File: config.mk
export PLATFORM = sky130hd
export DESIGN_NAME = mmio_char_fifo
export DESIGN_NICKNAME = d
export VERILOG_FILES = /design/src/rtl/mmio_char_fifo.sv
export SDC_FILE = /design/constraint.sdc
export NUM_CORES = 1
export LEC_CHECK = 0
export ABC_AREA = 1
export CAP_MARGIN = 20
export CORE_MARGIN = 4
export CORE_UTILIZATION = 49
export CTS_BUF_LIST = sky130_fd_sc_hd__clkbuf_8 sky130_fd_sc_hd__clkbuf_16
export CTS_CLUSTER_SIZE = 14
export DETAILED_ROUTE_END_ITERATION = 6
export GPL_TIMING_DRIVEN = 0
export PLACE_DENSITY = 0.78
export SLEW_MARGIN = 20
export SYNTH_ARGS = -nofsm -noshare
export SYNTH_HDL_FRONTEND = slang
export SYNTH_SLANG_ARGS = --single-unit
export TNS_END_PERCENT = 5
File: constraint.sdc
create_clock -name clk -period 5.44 [get_ports clk]
set_input_delay 1.632 -clock clk [delete_from_list [all_inputs] [get_ports clk]]
set_output_delay 1.632 -clock clk [all_outputs]
set_load 0.005 [all_outputs]
File: src/rtl/mmio_char_fifo.sv
// Memory-mapped character capture FIFO: CPU stores to a window of per-channel data registers
// are queued as (channel, byte) entries. Define MMIO_CHAR_FIFO_TIMESTAMP_EN to tag entries with a cycle stamp.
module mmio_char_fifo #(
  parameter int                ADDR_W    = 32,
  parameter int                DATA_W    = 32,
  parameter int                DEPTH     = 16,
  parameter int                NUM_CH    = 4,
  parameter logic [ADDR_W-1:0] BASE_ADDR = 32'hE000_0000,
  localparam int               CH_W      = (NUM_CH > 1) ? $clog2(NUM_CH) : 1,
  localparam int               CNT_W     = $clog2(DEPTH) + 1
) (
  input  logic              clk,
  input  logic              rst,
  input  logic              mem_we,
  input  logic [ADDR_W-1:0] mem_addr,
  input  logic [DATA_W-1:0] mem_wdata,
  output logic              out_valid,
  input  logic              out_ready,
  output logic [CH_W-1:0]   out_ch,
  output logic [7:0]        out_data,
  output logic [CNT_W-1:0]  count,
  output logic              overflow,
  output logic [15:0]       drop_cnt
`ifdef MMIO_CHAR_FIFO_TIMESTAMP_EN
  ,
  output logic [31:0]       out_ts
`endif
);

  localparam int                PTR_W     = $clog2(DEPTH);
  localparam logic [ADDR_W-1:0] WIN_BYTES = ADDR_W'(4 * NUM_CH);
  localparam logic [CNT_W-1:0]  FULL_CNT  = CNT_W'(DEPTH);

  logic [PTR_W-1:0]  wr_ptr_q, wr_ptr_d, rd_ptr_q, rd_ptr_d;
  logic [CNT_W-1:0]  count_q, count_d;
  logic              overflow_q, overflow_d;
  logic [15:0]       drop_cnt_q, drop_cnt_d;

  logic [7:0]        data_mem [DEPTH];
  logic [CH_W-1:0]   ch_mem   [DEPTH];

  logic [ADDR_W-1:0] offset;
  logic              capture, clr, pop, push, drop, full;
  logic [CH_W-1:0]   cap_ch;
  logic              unused_wdata;

  // Subtracting the base first lets one unsigned compare reject addresses both below and above the window.
  assign offset       = mem_addr - BASE_ADDR;
  assign capture      = mem_we && (mem_addr[1:0] == 2'b00) && (offset < WIN_BYTES);
  assign clr          = mem_we && (offset == WIN_BYTES);
  assign cap_ch       = offset[CH_W+1:2];
  assign unused_wdata = ^mem_wdata;

  assign full = (count_q == FULL_CNT);
  assign pop  = (count_q != '0) && out_ready;
  assign push = capture && (!full || pop);
  assign drop = capture && full && !pop;

  // NOTE: every signal assigned in always_comb gets a default first, so no path can infer a latch.
  always_comb begin
    wr_ptr_d   = wr_ptr_q;
    rd_ptr_d   = rd_ptr_q;
    count_d    = count_q;
    overflow_d = overflow_q;
    drop_cnt_d = drop_cnt_q;
    if (push) wr_ptr_d = wr_ptr_q + 1'b1;
    if (pop)  rd_ptr_d = rd_ptr_q + 1'b1;
    case ({push, pop})
      2'b10:   count_d = count_q + 1'b1;
      2'b01:   count_d = count_q - 1'b1;
      default: count_d = count_q;
    endcase
    if (clr) begin
      overflow_d = 1'b0;
      drop_cnt_d = '0;
    end else if (drop) begin
      overflow_d = 1'b1;
      if (drop_cnt_q != 16'hFFFF) drop_cnt_d = drop_cnt_q + 1'b1;
    end
  end

  // NOTE: state registers use non-blocking assignments so every flop samples pre-edge values.
  always_ff @(posedge clk or negedge rst) begin
    if (!rst) begin
      wr_ptr_q   <= '0;
      rd_ptr_q   <= '0;
      count_q    <= '0;
      overflow_q <= 1'b0;
      drop_cnt_q <= '0;
    end else begin
      wr_ptr_q   <= wr_ptr_d;
      rd_ptr_q   <= rd_ptr_d;
      count_q    <= count_d;
      overflow_q <= overflow_d;
      drop_cnt_q <= drop_cnt_d;
    end
  end

  // NOTE: storage is deliberately not reset; the pointers and count decide which entries are live.
  always_ff @(posedge clk) begin
    if (push) begin
      data_mem[wr_ptr_q] <= mem_wdata[7:0];
      ch_mem[wr_ptr_q]   <= cap_ch;
    end
  end

  // Head fields are forced to zero when empty so reset presents clean outputs.
  assign out_valid = (count_q != '0);
  assign out_data  = out_valid ? data_mem[rd_ptr_q] : 8'h00;
  assign out_ch    = out_valid ? ch_mem[rd_ptr_q] : '0;
  assign count     = count_q;
  assign overflow  = overflow_q;
  assign drop_cnt  = drop_cnt_q;

`ifdef MMIO_CHAR_FIFO_TIMESTAMP_EN
  logic [31:0] ts_q;
  logic [31:0] ts_mem [DEPTH];

  always_ff @(posedge clk or negedge rst) begin
    if (!rst) ts_q <= '0;
    else      ts_q <= ts_q + 1'b1;
  end

  always_ff @(posedge clk) begin
    if (push) ts_mem[wr_ptr_q] <= ts_q;
  end

  assign out_ts = out_valid ? ts_mem[rd_ptr_q] : 32'h0;
`else
  // Without timestamps each entry carries only channel and byte.
`endif

endmodule

==> flow_summary.ini <==
[cts]
tritoncts_clock_tree = built
clk_pin_slew_ns = 0.07
postCtsSetupBuffers = 0
hold_buffers = 0
cts_made_buffers = 17
cts_resized = 0
clock_tree.root_cell = sky130_fd_sc_hd__clkbuf_16
clkLatencyLatePin_ns = 0.43
tritoncts_num_sinks = 190
htree_num_levels = 4
cts_buffer_depth = 2

[routing]
drt_wl_total_um = 22200
drt_iter0_drc = 739
dr.pass1.iters = 6
post_drt_wl_per_cell_um = 20.6
drtAntennaViolNets = 0
routed_via_density = 5.95
drc_errors = 0
routed-via-count = 6396

[grt]
globalRouteMet1Util_pct = 30.9
top_usage_layer = met2
global_route.usage.total_pct = 23.5
grt_first_pass_wirelength_um = 35000
grt.met2_usage_pct = 38.1
grt_pass1_vias = 6303
grt_start_max_net_pins = 31
grt_use_met3_pct = 5.59
number_of_antenna_violations_at_the_first_check_in_global_routing = 0
grt-ovfl-total = 0

[sta]
min_period_ns = 4.82
setup_viol_count_final = 0
grt_setup_unrepaired = no
fin_tns_setup_ns = 0
timing.clock.skew_ns = 0.00528
finalHoldViolations = 0
timing.slew.headroom_pct = 27.2
timing.fmax_mhz = 208
setup_ws_ns = 0.622
finalMaxSlewViolations = 0
period_share_pct = 88.6
tightest_slew_ns = 1.09

[yosys]
yosys_most_used_dff = sky130_fd_sc_hd__edfxtp_1
yosysTopAreaCell = sky130_fd_sc_hd__edfxtp_1
post_synth_inst_count = 745
syn_area_per_cell_sq_um = 11.2
synth-seq-area-share_pct = 66.3
synth_async_sr_flop_share_pct = 15.8
syn-num-nets = 824
mappedNetlistArea_sq_um = 8380
ys_types = 35
synth.area.top_cells = sky130_fd_sc_hd__edfxtp_1 (57%), sky130_fd_sc_hd__dfrtp_1 (9.0%), sky130_fd_sc_hd__nor2_1 (7.3%)
share_of_yosys_cell_area_claimed_by_the_top_area_cell_type_pct = 57.4
ys_seq_elements = 190
synth_warnings = 0
synth-edff-count = 160

[status]
outcome = finished clean

[pwr]
total_leakage_power_nw = 3.55
vdd_ir_drop_max_mv = 0.287
powerDensity_nw_per_um2 = 431

[layout]
layout.filler_cells = 1282
antenna-diode-count = 0
syn_to_final_growth_pct = 18.8
nNetsFinal = 921
final_layout_size_suffix_gt1_share_pct = 7.13

[place]
worst_slack_at_placement_ns = 0.784
detailed_place_hpwl_um = 14400
routabilityCongestion = 0.892
number_of_buffer_cells_added_on_primary_ports = 76

[worst_setup_path]
startpoint_type = flip-flop
worst-endpoint-required_ns = 3.81
crit_path_max_fanout = 10
worst_ep_arrival_time_ns = 3.19
worstSetupStartpoint = rd_ptr_q[1]
r2r_setup_slk_ns = 2.69
endpoint_kind = output pin
worst-setup-path-type = flip-flop to output pin
reg2reg_from = count[0]

[floorplan]
die_height_um = 139
io_pins = 101
die_area_sq_um = 19200
std_cell_rows = 47
fp.coreArea_sq_um = 16600
initial_utilization_pct = 50.3
floorplan.die.width_um = 139

[worst_hold_path]
holdCritPathClass = flip-flop to flip-flop
min-delay-start = overflow

[job]
max_cap_viol_count = 0
registers in the layout, summed over array words and instances (netlist names):
| name | flops |
|---|---|
| data_mem | 128 |
| ch_mem | 32 |
| drop_cnt | 16 |
| count | 5 |
| rd_ptr_q | 4 |
| wr_ptr_q | 4 |
| overflow | 1 |
cell type report:
cell class / count / area [sq um] / area share (%)
flip-flops and latches: 190 / 5560 / 55.8
multi-input cells: 476 / 2530 / 25.4
repair buffers: 78 / 771 / 7.74
clock buffers: 17 / 425 / 4.27
well taps: 220 / 275 / 2.77
inverters: 47 / 176 / 1.77
plain buffers: 32 / 131 / 1.32
clock inverters: 15 / 91.3 / 0.918
per-stage QoR:
| step | total power [mW] | hold WS (ns) | cells | utilization [%] | cell area (sq um) |
|---|---|---|---|---|---|
| 2_1_floorplan | 2.48 | 0.491 | 745 | - | 8380 |
| 3_3_place_gp | 3.10 | 0.489 | 1041 | 56.6 | 9410 |
| 3_5_place_dp | 3.13 | 0.507 | 1041 | 56.5 | 9410 |
| 4_1_cts | 4.25 | 0.526 | 1073 | 59.6 | 9920 |
| 5_1_grt | 4.47 | 0.556 | 1075 | 59.8 | 9950 |
| 6_report | 4.29 | 0.514 | 1075 | 59.8 | 9950 |
synthesized netlist by cell type, types with 2 or more instances:
cell and number:
sky130_fd_sc_hd__nor2_4 2, sky130_fd_sc_hd__a21oi_1 16, sky130_fd_sc_hd__clkbuf_1 28, sky130_fd_sc_hd__o21bai_2 3, sky130_fd_sc_hd__inv_2 2, sky130_fd_sc_hd__edfxtp_1 160, sky130_fd_sc_hd__ha_1 10, sky130_fd_sc_hd__o21ai_0 90
sky130_fd_sc_hd__nor2_1 162, sky130_fd_sc_hd__nand3_2 2, sky130_fd_sc_hd__nand4_1 7, sky130_fd_sc_hd__o221ai_1 28, sky130_fd_sc_hd__nand3_1 33, sky130_fd_sc_hd__o22ai_1 12, sky130_fd_sc_hd__xor2_1 10, sky130_fd_sc_hd__nor3b_2 3
sky130_fd_sc_hd__dfrtp_1 30, sky130_fd_sc_hd__inv_1 43, sky130_fd_sc_hd__o21bai_1 2, sky130_fd_sc_hd__buf_2 3, sky130_fd_sc_hd__nand2_2 3, sky130_fd_sc_hd__o21ai_1 4, sky130_fd_sc_hd__nor3_1 6, sky130_fd_sc_hd__nor3_2 7
sky130_fd_sc_hd__clkinv_1 2, sky130_fd_sc_hd__nand2_1 68
cell families (layout without fill, tap and decap cells):
kind of cell | after synthesis | count (layout) | share of synthesized area (%)
compound gates | 156 | 156 | 11.2
xor+xnor | 10 | 10 | 1.05
fa+ha+maj | 11 | 11 | 1.73
buf+inv | 79 | 189 | 3.67
flops | 190 | 190 | 66.3
simple gates | 299 | 299 | 16.0
final timing paths:
path                               endpoint  cells after the start
worst max-delay path            out_data[6]                      9
min in group asynchronous          count[4]                      1
worst max register to register     count[4]                     14
max in group asynchronous       drop_cnt[7]                      1
worst min-delay path               overflow                      2
worst min register to register     overflow                      2
worst max-delay path: stages (launching register included):
cell,delay (ns)
sky130_fd_sc_hd__dfrtp_1,0.47
sky130_fd_sc_hd__inv_1,0.19
sky130_fd_sc_hd__clkbuf_1,0.49
sky130_fd_sc_hd__o21ai_0,0.21
sky130_fd_sc_hd__o22ai_1,0.23
sky130_fd_sc_hd__nor2_1,0.06
sky130_fd_sc_hd__nor2_1,0.20
sky130_fd_sc_hd__o21ai_0,0.18
sky130_fd_sc_hd__a21oi_1,0.19
sky130_fd_sc_hd__clkdlybuf4s50_1,0.53
power breakdown:
group | internal, mW | switching [mW]
logic | 0.543 | 0.964
registers | 1.61 | 0.0454
clock network | 0.610 | 0.508
routing by layer:
metal,wire length (um),share of wire [%],up-vias
met5,0,0,-
met4,838,3.8,0
met3,2230,10,68
met2,10600,48,435
met1,8530,38,3044
li1,-,-,2849
placed cells by master, fill, tap and decap left out, types with 4 or more instances in the layout:
cell / Yosys / layout
sky130_fd_sc_hd__nor3_1: 6 / 6
sky130_fd_sc_hd__inv_1: 43 / 48
sky130_fd_sc_hd__nor3_2: 7 / 7
sky130_fd_sc_hd__nand3_1: 33 / 33
sky130_fd_sc_hd__o21ai_1: 4 / 4
sky130_fd_sc_hd__nor2_2: 1 / 7
sky130_fd_sc_hd__clkbuf_16: 0 / 17
sky130_fd_sc_hd__o221ai_1: 28 / 28
sky130_fd_sc_hd__clkinv_1: 2 / 8
sky130_fd_sc_hd__o21ai_0: 90 / 90
sky130_fd_sc_hd__edfxtp_1: 160 / 160
sky130_fd_sc_hd__nor2_1: 162 / 156
sky130_fd_sc_hd__clkdlybuf4s50_1: 0 / 75
sky130_fd_sc_hd__nand4_1: 7 / 7
sky130_fd_sc_hd__dfrtp_1: 30 / 30
sky130_fd_sc_hd__nand2_1: 68 / 68
sky130_fd_sc_hd__clkbuf_1: 28 / 28
sky130_fd_sc_hd__buf_2: 3 / 4
sky130_fd_sc_hd__xor2_1: 10 / 10
sky130_fd_sc_hd__a21oi_1: 16 / 16
sky130_fd_sc_hd__o22ai_1: 12 / 12
sky130_fd_sc_hd__ha_1: 10 / 10
(Power assumes the default switching activity.)
